===== src/rtl/instn_issue_ctrl.sv =====
// In-order R-type issue controller: instruction FIFO, head field
// decode and a destination-register scoreboard for hazard blocking.
module instn_issue_ctrl #(
  parameter int         DEPTH    = 4,
  parameter logic [6:0] R_OPCODE = 7'b0110011
) (
  input  logic                     clk,
  input  logic                     rst_n,
  input  logic                     in_valid,
  input  logic [31:0]              in_instrn,
  output logic                     in_ready,
  input  logic                     flush,
  output logic                     iss_valid,
  input  logic                     iss_ready,
  output logic [6:0]               iss_op_code,
  output logic [4:0]               iss_dest_reg,
  output logic [2:0]               iss_fn3,
  output logic [4:0]               iss_src_reg_1,
  output logic [4:0]               iss_src_reg_2,
  output logic [6:0]               iss_fn7,
  input  logic                     wb_valid,
  input  logic [4:0]               wb_rd,
  output logic [31:0]              busy_regs,
  output logic                     stall,
  output logic                     illegal,
  output logic [$clog2(DEPTH):0]   count
);

  localparam int AW = $clog2(DEPTH);
  localparam logic [AW:0] FULL_CNT = (AW+1)'(DEPTH);

  logic [31:0]   mem [DEPTH];
  logic [AW-1:0] wr_ptr;
  logic [AW-1:0] rd_ptr;
  logic [31:0]   head;
  logic [31:0]   busy_nxt;
  logic          empty;
  logic          full;
  logic          legal;
  logic          hz_rs1;
  logic          hz_rs2;
  logic          hz_rd;
  logic          hazard;
  logic          push;
  logic          pop;
  logic          issue;

  assign empty    = (count == '0);
  assign full     = (count == FULL_CNT);
  assign in_ready = !full;
  assign head     = mem[rd_ptr];

  assign iss_op_code   = head[6:0];
  assign iss_dest_reg  = head[11:7];
  assign iss_fn3       = head[14:12];
  assign iss_src_reg_1 = head[19:15];
  assign iss_src_reg_2 = head[24:20];
  assign iss_fn7       = head[31:25];

  assign legal  = (head[6:0] == R_OPCODE);

  // x0 never creates a dependency
  assign hz_rs1 = (iss_src_reg_1 != 5'd0)
               && busy_regs[iss_src_reg_1];
  assign hz_rs2 = (iss_src_reg_2 != 5'd0)
               && busy_regs[iss_src_reg_2];
  assign hz_rd  = (iss_dest_reg != 5'd0)
               && busy_regs[iss_dest_reg];
  assign hazard = hz_rs1 || hz_rs2 || hz_rd;

  assign iss_valid = !empty && legal && !hazard;
  assign stall     = !empty && legal && hazard;
  assign illegal   = !empty && !legal;

  // flush overrides any transfer in the same cycle
  assign push  = in_valid && in_ready && !flush;
  assign issue = iss_valid && iss_ready && !flush;
  assign pop   = issue || (illegal && !flush);

  // Storage array; data words need no reset
  always_ff @(posedge clk) begin
    if (push) begin
      mem[wr_ptr] <= in_instrn;
    end
  end

  // Pointer and occupancy bookkeeping
  always_ff @(posedge clk or negedge rst_n) begin
    if (!rst_n) begin
      wr_ptr <= '0;
      rd_ptr <= '0;
      count  <= '0;
    end else if (flush) begin
      wr_ptr <= '0;
      rd_ptr <= '0;
      count  <= '0;
    end else begin
      if (push) begin
        wr_ptr <= wr_ptr + 1'b1;
      end
      if (pop) begin
        rd_ptr <= rd_ptr + 1'b1;
      end
      unique case ({push, pop})
        2'b10:   count <= count + 1'b1;
        2'b01:   count <= count - 1'b1;
        default: count <= count;
      endcase
    end
  end

  // Scoreboard update: clear on write-back, set on issue
  always_comb begin
    busy_nxt = busy_regs;
    if (wb_valid) begin
      busy_nxt[wb_rd] = 1'b0;
    end
    if (issue) begin
      busy_nxt[iss_dest_reg] = 1'b1;
    end
    busy_nxt[0] = 1'b0;
  end

  // Scoreboard register; survives flush since issued ops still retire
  always_ff @(posedge clk or negedge rst_n) begin
    if (!rst_n) begin
      busy_regs <= '0;
    end else begin
      busy_regs <= busy_nxt;
    end
  end

endmodule

===== config.mk =====
export PLATFORM = sky130hd
export DESIGN_NAME = instn_issue_ctrl
export DESIGN_NICKNAME = d
export VERILOG_FILES = /design/src/rtl/instn_issue_ctrl.sv
export SDC_FILE = /design/constraint.sdc
export NUM_CORES = 1
export LEC_CHECK = 0
export ABC_AREA = 0
export CAP_MARGIN = 20
export CORE_MARGIN = 5
export CORE_UTILIZATION = 49
export CTS_CLUSTER_SIZE = 16
export DETAILED_ROUTE_END_ITERATION = 12
export GPL_ROUTABILITY_DRIVEN = 0
export PLACE_DENSITY = 0.76
export SYNTH_ARGS = -nofsm -noshare
export SYNTH_HDL_FRONTEND = slang
export SYNTH_SLANG_ARGS = --single-unit

===== constraint.sdc =====
create_clock -name clk -period 3.9 [get_ports clk]
set_clock_uncertainty 0.2 [all_clocks]
set_input_delay 0.78 -clock clk [delete_from_list [all_inputs] [get_ports clk]]
set_output_delay 0.78 -clock clk [all_outputs]
set_load 0.02 [all_outputs]

# Word-level counts from Yosys, hierarchy flattened
# Memory sizes are Yosys's and may differ from the RTL's.
# Cells that the tools add are included.
[word_totals]
ff_bits = 38
ramBits = 128
out_inout_bits = 71
wordCells = 71
n_memories = 1
[classes]
addsub = 4
n_lt_le_gt_ge = 6
n_eq_ne = 4
muxes = 20
bitwise = 3
n_reduce_logical = 29
[memory_table]
columns = ["name", "words", "width", "rd", "rd_clocked_by_memory_dff", "write_ports", "line_no", "rtl"]
rows = [
  ["mem", 4, 32, 1, 0, 1, "32", "logic [31:0] mem [DEPTH];"],
]
[ops]
columns = ["op", "n"]
rows = [
  ["32-bit 2-to-1 mux", 2],
  ["32-bit AND", 1],
  ["32-bit NOT", 1],
  ["32-bit OR", 1],
  ["5-bit by 6-bit less-than comparator with 1-bit output (second input constant)", 4],
  ["1-bit binary-select mux with 5-bit select", 3],
  ["5-bit nonzero test", 3],
  ["1-bit logical AND", 14],
  ["1-bit demux with 5-bit select", 2],
  ["5-bit by 1-bit >= comparator with 1-bit output (second input constant)", 2],
  ["2-bit 2-to-1 mux", 4],
  ["7-bit by 6-bit equality test with 1-bit output (second input constant)", 1],
  ["1-bit 2-to-1 mux", 7],
  ["3-bit one-hot mux with 2 select lines", 1],
  ["1-bit zero test", 5],
  ["2-bit by 1-bit adder with 2-bit output (second input constant)", 2],
  ["2-bit nonzero test", 2],
  ["3-bit by 1-bit adder with 3-bit output (second input constant)", 1],
  ["3-bit equality test (second input constant)", 1],
  ["3-bit zero test", 1],
  ["1-bit logical OR", 3],
  ["3-bit 2-to-1 mux", 1],
  ["3-bit nonzero test", 1],
  ["3-bit by 1-bit subtractor with 3-bit output (second input constant)", 1],
  ["other kinds (2)", 2],
]

# Logic depth before layout (Yosys ltp)
# An unclocked memory read counts as a cell.
[depth]
ltp_word = 14
ltp_mapped = 16
mapped_depth_nobuf = 12

# Worst setup path before layout
# No wires, ideal clock.
[synth_timing]
path_kind = "reg2reg"
startpoint = "reg rd_ptr[0]"
endpoint = "reg count[2]"
t_arrival_ns = 3.839
t_required_ns = 3.636
slack_ns = -0.203
stages_incl_launch_ff = 15
n_path_buf = 3
period_less_slack_ns = 4.103
path_cell_list = "dfrtp_1 > buf_6 > buf_12 > mux4_1 > buf_4 > mux2i_1 > mux2_2 > a211oi_1 > nor4_4 > nand4_1 > a211oi_1 > fa_1 > or4_2 > mux2i_1 > or4_1"
[synth_between]
elab_chain_len = 14
elab_cells_between_ends = 30
[synth_lines]
columns = ["item", "line_no", "rtl"]
rows = [
  ["start, declared", "34", "logic [AW-1:0] rd_ptr;"],
  ["start signal, assigned", "102", "rd_ptr <= rd_ptr + 1'b1;"],
  ["memory 4 x 32 bit *", "-", ""],
  ["net iss_src_reg_2[3]", "19", "output logic [4:0] iss_src_reg_2,"],
  ["1-bit binary-select mux with 5-bit select", "66", "&& busy_regs[iss_src_reg_2];"],
  ["1-bit 2-to-1 mux (implied by the code)", "66", ""],
  ["1-bit logical AND *", "66", ""],
  ["1-bit logical OR * (2 in a row)", "69", "assign hazard = hz_rs1 || hz_rs2 || hz_rd;"],
  ["1-bit zero test *", "71", "assign iss_valid = !empty && legal && !hazard;"],
  ["1-bit logical AND *", "71", ""],
  ["1-bit logical AND * (2 in a row)", "77", "assign issue = iss_valid && iss_ready && !flush;"],
  ["1-bit logical OR *", "78", "assign pop = issue || (illegal && !flush);"],
  ["2-bit by 1-bit equality test with 1-bit output or 2-bit equality test (tied branches)", "104", "unique case ({push, pop})"],
  ["3-bit one-hot mux with 2 select lines", "104", ""],
  ["3-bit 2-to-1 mux", "93", "end else if (flush) begin"],
  ["end signal, assigned", "105", "2'b10: count <= count + 1'b1;"],
  ["end signal, assigned", "106", "2'b01: count <= count - 1'b1;"],
  ["end signal, assigned", "107", "default: count <= count;"],
  ["end, declared", "26", "output logic [$clog2(DEPTH):0] count"],
]
# The timed path passes the listed nets; every way through them passes the cells marked *. The select of a mux whose other input is x is not followed.
# A chain may end at the register's enable or synchronous reset.

# Worst setup path in the final report
[layout_timing]
startpoint = "reg rd_ptr[0]"
endpoint = "out iss_valid"
[layout_between]
elab_chain_len = 8
elab_cells_between_ends = 19
[layout_lines]
columns = ["item", "line_no", "rtl"]
rows = [
  ["memory 4 x 32 bit *", "-", ""],
  ["1-bit binary-select mux with 5-bit select, on equally long branches", "64, 66", ""],
  ["1-bit 2-to-1 mux, on equally long branches", "64, 66", ""],
  ["1-bit logical AND, on equally long branches", "64, 66", ""],
  ["1-bit logical OR (2 in a row)", "69", ""],
  ["1-bit zero test", "71", ""],
  ["1-bit logical AND *", "71", ""],
  ["end, declared", "13", "output logic iss_valid,"],
]
# Mark *: on every way between the ends. The rest lies on a longest branch, timed or not. The select of a mux whose other input is x is not followed.

==> run summary <==
Number of antenna violations at the first check in global routing: 0. Share of synthesized cell area in and, or, nand and nor gates: 7.69%. The data required time of the critical path came out at 2.92 ns. For this run, the detailed router's first-pass iteration total came to 5. Grouping stages by cell kind, the critical path spends the most delay in buffers and inverters. In this run the cell area of the synthesized design comes to 0.00771 mm2.

The H-tree depth was 4. The logs give 21.5% for the total global-route track usage and 0.43 ns for the clock network latency to the later pin of the worst-skew pair. The tightest hold path in the finished design has a slack of 0.398 ns. CTS saw 166 sinks. Total power for the finished layout comes to 6.34 mW.

Post-route setup TNS: -0.731 ns. The die area is 0.0184 mm2. For this block, the via count after detailed routing is 5276.

Buffers placed on the I/O ports in this run total 112. Based on the critical path, the design can be clocked at up to 241 MHz. The share of synthesized area in the top cell type comes to 49.8%.

The number of top-level pins came out at 114. Before CTS, the worst setup slack after placement is -0.249 ns. After Yosys synthesis, XOR and XNOR cells account for 0.114% of the synthesized area. In this run the worst hold path is classified as reg2reg. The worst register-to-register path begins at rd_ptr[0].

The worst register-to-register path ends at count[2]. The clock transition time at the flip-flop clock pins of the worst setup and hold paths came out at 0.07 ns. At the end of the flow the core is filled with cells to 66.6%. The critical path depth in cells came out at 13. Counting flops and latches in the post-synthesis netlist gives 166.

The portion of the post-synthesis area used by sequential elements is 62.2%, and the worst setup margin is -0.254 ns. Setup violations remaining at the end of the flow were counted as 3. The number of hold buffers added after CTS was 0.

The critical path is of the reg2out type. The most numerous cell type found on the critical path is buf_12. For this configuration, the core starts out at a cell density of 50.4%. The routed design has 19400 um of wire. The longest clock path from root to sink contains 2 buffers.

The part of the cycle the worst path needs is 107%, and the chip height is 135 um. In this run the core area contains 45 standard-cell rows. Summing the areas of all compound-gate instances in the mapped netlist gives 8.14% of the synthesized area.

Number of hold violations in the final report: 0. Most frequently used flop master after synthesis: edfxtp_1. The number of violations of the max-capacitance limit came out at 0. The global-route wire length before repair came out at 29800 um. In the synthesized netlist, mux cells make up 17.8% of the area. The finished layout holds 892 standard cells, fillers aside. In this run, CTS created clock tree buffers numbering 17. Dividing the detail-routed wire length by the instance count gives 21.8 um.

Walking the worst path, the cells encountered are buf_12 > mux4_2 > buf_12 > buf_12 > buf_4 > mux2i_1 > a21oi_1 > o22ai_1 > or4_4 > o311a_4 > nand2_1 > nor2_1 > buf_4. The number of enable-type register cells in the synthesized netlist is 128, and the number of nets with antenna violations after detailed routing is 0. The half-perimeter wire length of the detailed placement result was 13400 um. From synthesis to final layout, the design area changed by 32.2%. Counting flops with an async set or reset pin after synthesis yields a share of 22.9%. The repair_antennas step left the layout with diodes totalling 0. Tracing the worst setup path back leads to its startpoint at rd_ptr[0]. Of all nets on the critical path, the largest fanout is 8. In the routed design, unresolved DRC markers number 0. TritonCTS built the clock tree. The floorplan step defined a core boundary enclosing 0.0153 mm2.

The cell count after synthesis came out at 493. For flop-to-flop paths, the worst setup slack is -0.22 ns. The post-detailed-placement cell area is 0.00939 mm2.

The number of cells on the worst reg-to-reg path is 16. The tools report the leakage dissipation as 3.72 nW. Setup repair after global routing could not meet its margin everywhere.

The delay of the slowest critical-path stage works out to 0.53 ns. Following the worst setup path forward leads to its endpoint at iss_valid. The die is 135 um wide. The logs give 464 for the first-iteration detailed-routing DRC count and 5433 for the number of global-route vias before repair. The worst setup path is launched from a flip-flop.

VDD sags by at most 0.477 mV. Dividing the synthesized area by the synthesized cell count gives 15.6 um2. The count of final max-slew check failures was 0. By area the synthesized netlist is led by edfxtp_1, dfrtp_1, mux2i_1, mux4_2, mux4_1. The largest family of logic cells by synthesized area is multiplexers. The worst hold path passes through 2 cells. Subtracting the final worst setup slack from the clock period gives 4.15 ns. The filler cells instantiated in the layout total 1070.

Using the TritonRoute via totals, the vias-per-cell ratio works out to 5.91. Cells with a size suffix above 1 make up 26.1% of the layout. The tools report the synthesized netlist net count as 541. The critical-path cell with the highest stage delay is mux4_2.

Post-synthesis cell type with the largest combined area: edfxtp_1. For this run, the number of Yosys warnings is 0. At the worst endpoint, the arrival time is 3.17 ns. Together, buffers and inverters on the worst path number 5.

The run gives 39 as the maximum number of pins on one net before global-route repair. The finished cells cover 0.0102 mm2. Of the total synthesized cell area, the portion taken by full adders, half adders and majority gates is 0.908%. Global routing finished with a remaining overflow of 0. The run finished, with violations left. For this run, the post-layout net count is 716. The final reports fail on setup timing. The CTS root buffer was clkbuf_16. The kind of capture point of the worst setup path is a primary output. The number of distinct library cell variants in the gate-level netlist after synthesis was 61; the total power per unit cell area was 622 mW/mm2. The number of placed instances, taps included, is 847.
## cell usage after synthesis, drive strengths merged, types with 2 or more instances
cell,number
nor4,2
o2111ai,4
ha,4
and2,3
or3,2
o22ai,4
mux2i,52
dfrtp,38
mux2,8
o31ai,31
inv,5
clkbuf,4
or2,2
nor3,6
o21ai,33
nor2,9
nand3b,8
nand2,17
nand2b,6
edfxtp,128
a21oi,7
nand4,3
or3b,3
o311a,2
or4,3
and4,2
mux4,32
a22oi,3
a211oi,2
buf,27
nand3,12
nor2b,7
a221oi,2
and3,7
## power breakdown
group	switching, mW	internal, mW
clock network	0.746	0.842
logic	1.31	1.36
registers	0.0622	2.02
## kinds of logic after synthesis
| kind of cell | after synthesis |
|---|---|
| compound gates | 94 |
| xor+xnor | 1 |
| fa+ha+maj | 5 |
| buf+inv | 36 |
| flops | 166 |
| mux | 92 |
| other cells | 1 |
| simple gates | 98 |
## layout make-up
| cell class | count | area [um2] | share of cell area, % |
|---|---|---|---|
| clock inverter | 15 | 140 | 1.37 |
| inverter | 5 | 18.8 | 0.184 |
| timing repair buffer | 187 | 1790 | 17.6 |
| clock buffer | 17 | 425 | 4.17 |
| tap | 211 | 264 | 2.59 |
| sequential | 166 | 4800 | 47.0 |
| multi-input combinational | 291 | 2760 | 27.1 |
## what timing repair did
action,in CTS,in global routing
gates cloned,0,0
buffers inserted,0,13
gates resized for setup,28,19
setup endpoints to repair,5,5
pin swaps,1,12
endpoints found under the hold margin,0,0
## state kept, by name (all words and copies together), names as in the netlist
register and cells:
count 3, wr_ptr 2, rd_ptr 2, mem 128
busy_regs 31
## worst register-to-register path: cells and delay by family, from the launching register on
kind	cells	cell delay, ns
and+or+nand+nor	4	1.19
muxes	3	0.71
buffers and inverters	5	0.70
adders and majority gates	1	0.43
DFF	1	0.39
AOI/OAI and AO/OA	3	0.36
## cells in the final DEF, fill, tap and decap left out, types with 5 or more instances in the layout
cell type        instances
nor2b_1                  7
nand2b_1                 6
nand2_1                 17
dfrtp_1                 37
buf_4                   63
nand3_1                 11
inv_6                    6
edfxtp_1               128
buf_12                   7
clkbuf_16               17
mux2i_1                 51
o31ai_1                 31
clkdlybuf4s50_1        109
o21ai_0                 33
mux2_2                   6
nand3b_1                 8
and3_1                   7
buf_6                    6
nor3_1                   5
nor2_1                   9
mux4_2                  30
inv_1                    5
a21oi_1                  5
## layer usage
layer / vias to the layer above / share of wire, % / wire, um / global-route usage, %
li1: 2330 / - / - / -
met1: 2626 / 38 / 7380 / 25.5
met3: 40 / 8.8 / 1700 / 6.05
met2: 280 / 51 / 9920 / 37.0
met5: - / 0 / 0 / 0
met4: 0 / 2.1 / 408 / 8.85
## worst min path at each step
stage                          from            end  slack (ns)
after floorplan               rst_n  busy_regs[10]        0.28
after global placement    wr_ptr[1]      wr_ptr[1]        0.37
after detailed placement  wr_ptr[1]      wr_ptr[1]        0.39
after CTS                 wr_ptr[1]      wr_ptr[1]        0.40
after global routing      wr_ptr[1]      wr_ptr[1]        0.41
final                     wr_ptr[1]      wr_ptr[1]        0.40
Note: power is estimated with default switching activity, not from simulation.
